**src/rtl/alarm_pkg.sv**
```systemverilog
// Shared definitions for the alarm siren controller.
// Contents:
//   alarm_state_t : 3-bit state encoding, also used by the upstream mux
//                   stage's testbench and any status display.
//   max3          : constant helper used to size the delay counter.
package alarm_pkg;

    typedef enum logic [2:0] {
        ST_DISARMED = 3'd0,
        ST_EXIT     = 3'd1,
        ST_ARMED    = 3'd2,
        ST_ENTRY    = 3'd3,
        ST_SIREN    = 3'd4,
        ST_REARM    = 3'd5
    } alarm_state_t;

    function automatic int max3(input int a, input int b, input int c);
        int m;
        m = (a > b) ? a : b;
        return (m > c) ? m : c;
    endfunction

endpackage

```
**src/rtl/alarm_tick_timer.sv**
```systemverilog
// Tick prescaler plus loadable down counter.
// Ports:
//   clk, rst  : clock, synchronous active-high reset
//   load      : restart prescaler at 0 and load counter with load_val
//   load_val  : delay length in ticks
//   clear     : zero prescaler and counter (timer idle)
//   tick      : one-cycle pulse each TICK_DIV cycles while counting
//   expire    : tick on which the counter is at 1 (last tick of the delay)
module alarm_tick_timer
    import alarm_pkg::*;
#(
    parameter int TICK_DIV = 1000,
    parameter int CNT_W    = 8
) (
    input  logic             clk,
    input  logic             rst,
    input  logic             load,
    input  logic [CNT_W-1:0] load_val,
    input  logic             clear,
    output logic             tick,
    output logic             expire
);

    localparam int PRE_W = $clog2(TICK_DIV);

    logic [PRE_W-1:0] r_pre;
    logic [CNT_W-1:0] r_cnt;
    logic             w_running;
    logic             w_pre_wrap;

    // Counter reaching zero parks the timer, so the counter never wraps.
    assign w_running  = (r_cnt != '0);
    assign w_pre_wrap = (r_pre == PRE_W'(TICK_DIV - 1));
    assign tick       = w_running && w_pre_wrap;
    assign expire     = tick && (r_cnt == CNT_W'(1));

    always_ff @(posedge clk) begin
        if (rst || clear) begin
            r_pre <= '0;
            r_cnt <= '0;
        end else if (load) begin
            r_pre <= '0;
            r_cnt <= load_val;
        end else if (w_running) begin
            if (w_pre_wrap) begin
                r_pre <= '0;
                r_cnt <= r_cnt - CNT_W'(1);
            end else begin
                r_pre <= r_pre + PRE_W'(1);
            end
        end
    end

endmodule

```
**src/rtl/alarm_siren_ctrl.sv**
```systemverilog
// Timed siren controller: turns armed/trip levels into exit delay, entry
// delay, bounded siren period and re-arm wait. Dropping active_i always
// disarms on the next edge.
// Ports:
//   clk, rst  : clock, synchronous active-high reset
//   active_i  : system armed level
//   alarm_i   : sensor trip level
//   siren_o   : siren drive (SIREN only)
//   beep_o    : keypad beeper, toggles each tick in EXIT/ENTRY
//   armed_o   : high in ARMED, ENTRY, SIREN, REARM
//   state_o   : current state encoding
//
// state    | meaning
// DISARMED | idle, waiting for active_i
// EXIT     | exit delay running, trips ignored
// ARMED    | watching alarm_i
// ENTRY    | entry delay running, trip latched
// SIREN    | siren on for SIREN_LEN ticks
// REARM    | waiting for alarm_i to clear before re-arming
module alarm_siren_ctrl
    import alarm_pkg::*;
#(
    parameter int TICK_DIV  = 1000,
    parameter int EXIT_DLY  = 30,
    parameter int ENTRY_DLY = 15,
    parameter int SIREN_LEN = 180
) (
    input  logic       clk,
    input  logic       rst,
    input  logic       active_i,
    input  logic       alarm_i,
    output logic       siren_o,
    output logic       beep_o,
    output logic       armed_o,
    output logic [2:0] state_o
);

    localparam int CNT_W = $clog2(max3(EXIT_DLY, ENTRY_DLY, SIREN_LEN) + 1);

    alarm_state_t     r_state;
    logic             r_siren;
    logic             r_beep;
    logic             r_armed;

    alarm_state_t     w_next;
    logic             w_load;
    logic             w_clear;
    logic [CNT_W-1:0] w_load_val;
    logic             w_tick;
    logic             w_expire;
    logic             w_next_beeping;

    alarm_tick_timer #(
        .TICK_DIV (TICK_DIV),
        .CNT_W    (CNT_W)
    ) u_timer (
        .clk      (clk),
        .rst      (rst),
        .load     (w_load),
        .load_val (w_load_val),
        .clear    (w_clear),
        .tick     (w_tick),
        .expire   (w_expire)
    );

    // Timer load must coincide with the state change so each timed
    // state dwells exactly N*TICK_DIV cycles.
    always_comb begin
        w_next     = r_state;
        w_load     = 1'b0;
        w_clear    = 1'b0;
        w_load_val = '0;
        if (!active_i) begin
            w_next  = ST_DISARMED;
            w_clear = 1'b1;
        end else begin
            case (r_state)
                ST_DISARMED: begin
                    w_next     = ST_EXIT;
                    w_load     = 1'b1;
                    w_load_val = CNT_W'(EXIT_DLY);
                end
                ST_EXIT: begin
                    if (w_expire) w_next = ST_ARMED;
                end
                ST_ARMED: begin
                    if (alarm_i) begin
                        w_next     = ST_ENTRY;
                        w_load     = 1'b1;
                        w_load_val = CNT_W'(ENTRY_DLY);
                    end
                end
                ST_ENTRY: begin
                    if (w_expire) begin
                        w_next     = ST_SIREN;
                        w_load     = 1'b1;
                        w_load_val = CNT_W'(SIREN_LEN);
                    end
                end
                ST_SIREN: begin
                    if (w_expire) w_next = ST_REARM;
                end
                ST_REARM: begin
                    // A stuck sensor keeps us here rather than re-sounding.
                    if (!alarm_i) w_next = ST_ARMED;
                end
                default: begin
                    w_next  = ST_DISARMED;
                    w_clear = 1'b1;
                end
            endcase
        end
    end

    assign w_next_beeping = (w_next == ST_EXIT) || (w_next == ST_ENTRY);

    always_ff @(posedge clk) begin
        if (rst) begin
            r_state <= ST_DISARMED;
            r_siren <= 1'b0;
            r_beep  <= 1'b0;
            r_armed <= 1'b0;
        end else begin
            r_state <= w_next;
            r_siren <= (w_next == ST_SIREN);
            r_armed <= (w_next == ST_ARMED) || (w_next == ST_ENTRY) ||
                       (w_next == ST_SIREN) || (w_next == ST_REARM);
            if (!w_next_beeping) begin
                r_beep <= 1'b0;
            end else if (w_next != r_state) begin
                r_beep <= 1'b1;
            end else if (w_tick) begin
                r_beep <= ~r_beep;
            end
        end
    end

    assign siren_o = r_siren;
    assign beep_o  = r_beep;
    assign armed_o = r_armed;
    assign state_o = r_state;

endmodule

```
**config.mk**
```make
export PLATFORM = sky130hd
export DESIGN_NAME = alarm_siren_ctrl
export DESIGN_NICKNAME = d
export VERILOG_FILES = /design/src/rtl/alarm_pkg.sv /design/src/rtl/alarm_tick_timer.sv /design/src/rtl/alarm_siren_ctrl.sv
export SDC_FILE = /design/constraint.sdc
export NUM_CORES = 1
export LEC_CHECK = 0
export ABC_CLOCK_PERIOD_IN_PS = 2000
export BUFFER_PORTS_ARGS = -buffer_cell sky130_fd_sc_hd__buf_4
export CORE_MARGIN = 4
export CORE_UTILIZATION = 55
export CTS_BUF_LIST = sky130_fd_sc_hd__clkbuf_8
export CTS_CLUSTER_DIAMETER = 30
export DETAILED_ROUTE_END_ITERATION = 16
export HOLD_SLACK_MARGIN = 0.06
export PLACE_DENSITY = 0.77
export SYNTH_ARGS = -nofsm -noshare
export SYNTH_HDL_FRONTEND = slang
export SYNTH_SLANG_ARGS = --single-unit
```
**constraint.sdc**
```tcl
create_clock -name clk -period 2 [get_ports clk]
set_input_delay 0.4 -clock clk [delete_from_list [all_inputs] [get_ports clk]]
set_output_delay 0.4 -clock clk [all_outputs]
set_load 0.05 [all_outputs]
```
# After elaboration in Yosys (flattened, before gate mapping)
# Index checks and enable logic that the tools add are counted.
# W data, S select, Z words.
# totals
reg_bits	24
in_bits	4
out_inout_bits	6
wordCells	62
# op_classes
add_sub_neg	2
n_eq_ne	13
n_mux	23
n_bitwise	2
reduce_logical	16
# op_table
op	n
$mux W8	5
$pmux W8 S3	1
$mux W3	6
$pmux W3 S6	1
$eq A3 B2 Y1 const B	4
$eq A3 B3 Y1 const B	4
$add A10 B1 Y10 const B	1
$eq A10 B10 Y1 const B	1
$mux W10	1
$eq A8 B1 Y1 const B	1
$reduce_bool A8 Y1	1
$sub A8 B1 Y8 const B	1
$mux W1	7
$eq A3 B1 Y1 const B	2
$reduce_bool A2 Y1	3
$reduce_or A6 Y1	1
$logic_or A1 B1 Y1	5
$mux W4	1
$reduce_or A2 Y1	2
$logic_not A3 Y1	1
$ne A3 B3 Y1	1
$pmux W1 S3	1
$logic_and A1 B1 Y1	2
$not A1 Y1	2
$reduce_and A2 Y1	1

# Logic depth before layout (Yosys ltp)
# depth
ltp_word	10
mapped_depth	8
depth_no_buf	7

# By module
# A second synthesis with hierarchy kept.
# hier_totals
hier_cells	162
hier_area_um2	1415.1
# modules_own_cells
module	n_inst	cells_each	area_each_um2	seq_area_each_um2
alarm_tick_timer	1	114	1004.7	360.3
alarm_siren_ctrl	1	48	410.4	120.1

# Least setup slack after synthesis
# No wires, ideal clock.
# synth_path
kind	register to register
from	reg u_timer.r_cnt[0]
to	reg r_state[1] (netlist: state_o[1])
setup_time_ns	0.069
t_arrival_ns	1.993
t_required_ns	1.931
path_slack_ns	-0.062
path_stages_with_launch	8
path_buffers	0
synth_period_minus_slack_ns	2.062
path_cell_list	dfxtp_1 -> inv_1 -> ha_1 -> or3b_1 -> or3_4 -> or3_1 -> a21o_1 -> a21oi_2
# synth_between
elab_chain_cells	6
word_cells_on_any_way	9
classes_between	eq/ne (1); mux (5); reduce/logical (3)
# synth_rtl
element	line_no	source
start: declaration	alarm_tick_timer.sv:27	logic [CNT_W-1:0] r_cnt;
start signal: assignment	alarm_tick_timer.sv:43	r_cnt <= load_val;
start signal: assignment	alarm_tick_timer.sv:47	r_cnt <= r_cnt - CNT_W'(1);
$reduce_bool A8 Y1	alarm_tick_timer.sv:32	assign w_running = (r_cnt != '0);
$logic_and A1 B1 Y1	alarm_tick_timer.sv:34	assign tick = w_running && w_pre_wrap;
$logic_and A1 B1 Y1 *	alarm_tick_timer.sv:35	assign expire = tick && (r_cnt == CNT_W'(1));
$mux W3, on equally long branches	alarm_siren_ctrl.sv:101, alarm_siren_ctrl.sv:84, alarm_siren_ctrl.sv:94	
$pmux W3 S6 *	alarm_siren_ctrl.sv:77	case (r_state)
$mux W3 *	alarm_siren_ctrl.sv:73	if (!active_i) begin
end signal: assignment	alarm_siren_ctrl.sv:124	r_state <= w_next;
end: declaration	alarm_siren_ctrl.sv:40	alarm_state_t r_state;
# Mark *: on every way between the ends. The rest lies on a longest branch, timed or not.
# A chain may end at the register's enable or synchronous reset.

# Worst setup path in the final report
# Same ends and word-level chain as after synthesis.

==> results.txt <==
----------------------------------------------------
[Global route]
  Number of global-route vias before repair ... 1,339
  Number of antenna violations at the first check in global routing ... 0
  Largest net degree at the start of global routing ... 15
  First-pass GRT wire length ... 5790 um
  GRT Resource Usage Total ... 0.217
  Total grt overflow ... 0

[Setup path]
  Startpoint-to-endpoint class of the critical path ... reg -> reg
  Critical path, cell by cell ... inv_1 -> ha_2 -> or3b_4 -> or3_4 -> or3_1 -> a21o_1 -> a21oi_2
  Arrival time at the worst endpoint ... 2180 ps
  Delay contributed by the slowest stage of the critical path ... roughly 370 ps
  Cell type of the slowest stage on the worst timing path ... sky130_fd_sc_hd__or3b_4
  CP bufs+invs ... 1
  Type of element launching the critical path ... register
  Endpoint kind of the worst setup timing path ... register
  Highest net fanout along the worst path ... 3
  Worst EP required ... 2210 ps
  Kind of cell with the highest combined delay on the critical path ... simple AND/OR/NAND/NOR gates

[Timing]
  Transition time at the pin with the least slew margin ... 468 ps
  Relative max-transition margin ... 0.687
  Unrepaired setup endpoints after global routing ... yes
  Setup TNS ... 0 ps
  Final worst path period share ... 0.985
  Clock tree skew after final layout ... 2.16 ps
  Maximum frequency from static timing analysis ... 0.508 GHz
  Number of endpoints with negative hold slack in the final report ... 0
  Final min period ... 1970 ps
  Max-slew violations ... 0
  Final Setup Violations ... 0

[Finish]
  Filler instances ... 185
  Finished layout cell area ... between 0.0015 and 0.002 mm2
  Fraction of layout cells with a size suffix above 1 ... 0.229
  Multi-input gate area ... 880 um2
  Signed area change from the synthesized netlist to the final layout ... 22.5%
  Final nets ... 201
  FF+latch area ... a little under 500 um2
  Inserted Diodes ... 0

[Job]
  Max capacitance violation total ... 0

[Clock network]
  Clock latency on the worst-skew pair ... approximately 270 ps
  Max H-tree Level ... 1
  Clock tree from TritonCTS ... built
  Count of hold-fix buffers inserted at cts ... 0
  CTS Buf Count ... 3
  Clock slew seen by the registers of the worst setup and hold paths ... 90 ps
  TritonCTS sink count ... 24
  Maximum root-to-sink buffer count ... 2
  Library cell used as clock root buffer ... sky130_fd_sc_hd__clkbuf_8

[Yosys]
  Top-area cell type share of the netlist area ... 0.350
  Library cells used by synthesis ... 44
  Ys async rst share ... 0
  Cell with the most instances after synthesis ... sky130_fd_sc_hd__dfxtp_1
  Leading area contributor after synthesis ... sky130_fd_sc_hd__dfxtp_1
  Cells after Synth ... 167
  Multiplexer fraction of the synthesized cell area ... 0.00820
  Synthesized netlist net count ... between 150 and 200
  Simple-gate area share of the yosys netlist ... 0.350
  Register area share after synthesis ... 0.350
  Top FF cell, synth ... sky130_fd_sc_hd__dfxtp_1
  Average instance area after synthesis ... 8.23 um2
  Number of synthesized flops with an enable pin ... 0
  Yosys warnings ... 0
  Largest family of logic cells by synthesized area ... simple AND/OR/NAND/NOR gates
  Number of flip-flops and latches in the synthesized netlist ... 24
  Area share of xor/xnor cells in the synthesized design ... 0.0765
  Syn Std Cell Area ... 0.00137 mm2
  Area fraction in compound gates after synthesis ... 0.149
  Leading post-synthesis cells by cell area ... sky130_fd_sc_hd__dfxtp_1 35%, sky130_fd_sc_hd__xor2_1 5.7%, sky130_fd_sc_hd__a21oi_1 5.5%
  Adder and majority cell fraction of the synthesized area ... 0.0364
  Most numerous cell types in the synthesized netlist ... 24 x sky130_fd_sc_hd__dfxtp_1, 15 x sky130_fd_sc_hd__a21oi_1, 15 x sky130_fd_sc_hd__nand2_1, 15 x sky130_fd_sc_hd__nor2_1, 9 x sky130_fd_sc_hd__xor2_1

[Placed design]
  Number of input and output port buffers inserted ... 9
  Global placement routability congestion ... between 0.8 and 0.9
  Detailed placer's ending HPWL ... approximately 2600 um
  Placed cell area ... 0.00156 mm2

[Detailed routing]
  First DRT Iteration DRCs ... 50
  Post-DRT Antenna Nets ... 0
  Remaining routing DRC violations ... 0
  Drt first pass iters ... 4
  Routed WL ... 3370 um
  Number of vias in the routed layout ... 1,356
  WL per Instance ... 15.3 um
  Vias per Instance ... 6.16

[Floorplan]
  Effective utilization at floorplan ... 0.598
  I/O pins ... 10
  Die X ... 58.0 um
  Floorplan die area ... 0.00336 mm2
  Core footprint ... 0.00230 mm2
  DIE HEIGHT ... 58.0 um
  Number of placement rows ... 17

[Power]
  Leakage power summed over all cells ... 0.620 nW
  IR drop worst, VDD ... 0.393 mV
  Power per cell area ... 620 mW/mm2

[Hold path]
  Min-delay worst type ... in -> reg

[Status]
  Result of the run ... completed

----------------------------------------------------
-- worst min-delay path: stages --
cell	delay [ps]
sky130_fd_sc_hd__buf_4	80
sky130_fd_sc_hd__nor2b_1	50
sky130_fd_sc_hd__nand2_1	70
sky130_fd_sc_hd__a21oi_1	40
-- logic make-up (layout without fill, tap and decap cells) --
kind of cell,count (synthesis),after routing
AO/OA/AOI/OAI,33,33
XOR/XNOR,12,12
adder cells (fa/ha/maj),4,4
buffers and inverters,10,35
flip-flops,24,24
multiplexers,1,1
AND/OR/NAND/NOR,83,83
-- through the flow --
stage               utilization  std cells  setup slack, ps  power (mW)  hold slack, ps
floorplan                     -        167             23.6       0.574             449
global placement          0.681        214             30.1       0.611             458
detailed placement        0.681        214            -35.6       0.615             483
CTS                       0.721        220             13.1        1.04             414
global route              0.733        220            -42.0        1.08             429
finish                    0.733        220             29.8        1.04             407
-- registers in the layout (all words and copies together), names as in the netlist --
signal         flops
siren_o            1
u_timer.r_pre     10
armed_o            1
u_timer.r_cnt      8
beep_o             1
state_o            3
-- area by class of cell --
| type | instances | area share |
|---|---|---|
| Clock buffer | 3 | 0.0245 |
| Sequential cell | 24 | 0.287 |
| Clock inverter | 1 | 0.0178 |
| Tap cell | 28 | 0.0208 |
| Inverter | 6 | 0.0134 |
| Multi-Input combinational cell | 133 | 0.523 |
| Timing Repair Buffer | 25 | 0.114 |
-- worst paths after layout --
kind	from	endpoint	slack, ps	cells past startpoint
max reg2reg	u_timer.r_cnt[0]	state_o[1]	30	7
max	u_timer.r_cnt[0]	state_o[1]	30	7
min reg2reg	u_timer.r_pre[1]	u_timer.r_pre[1]	500	2
min	rst	u_timer.r_cnt[4]	410	4
-- cells in the final DEF, fill, tap and decap left out, types with 3 or more instances in the layout --
cell                       synthesis  routed
sky130_fd_sc_hd__a21oi_1          15      14
sky130_fd_sc_hd__and2_1            5       5
sky130_fd_sc_hd__and4_1            4       4
sky130_fd_sc_hd__buf_4             1      24
sky130_fd_sc_hd__clkbuf_8          0       3
sky130_fd_sc_hd__dfxtp_1          24      22
sky130_fd_sc_hd__ha_1              4       3
sky130_fd_sc_hd__inv_1             6       6
sky130_fd_sc_hd__nand2_1          15      15
sky130_fd_sc_hd__nand3_1           8       8
sky130_fd_sc_hd__nand4_1           5       5
sky130_fd_sc_hd__nor2_1           15      15
sky130_fd_sc_hd__nor2b_1           4       4
sky130_fd_sc_hd__nor3_1            4       3
sky130_fd_sc_hd__o21ai_0           5       5
sky130_fd_sc_hd__or3_1             6       6
sky130_fd_sc_hd__xnor2_1           3       3
sky130_fd_sc_hd__xor2_1            9       9
-- layer usage --
layer / track usage / part of all wire / up-vias / wire, um
li1: - / - / 650 / -
met4: 0.106 / 0.026 / 0 / 88
met5: 0 / 0 / - / 0
met2: 0.368 / 0.48 / 41 / 1610
met3: 0.0290 / 0.047 / 10 / 157
met1: 0.269 / 0.45 / 655 / 1510
-- power by group --
part / internal, mW / leakage [nW] / switching [mW] / total (mW)
clock network: 0.268 / 0.0357 / 0.164 / 0.432
registers: 0.485 / 0.195 / 0.0100 / 0.496
logic: 0.0504 / 0.389 / 0.0661 / 0.117
-- timing repair --
action	4_1_cts	5_1_grt
buffers inserted	2	0
gates resized for setup	3	5
endpoints found under the setup margin	3	19
pin swaps	2	1
(Power assumes the default switching activity.)
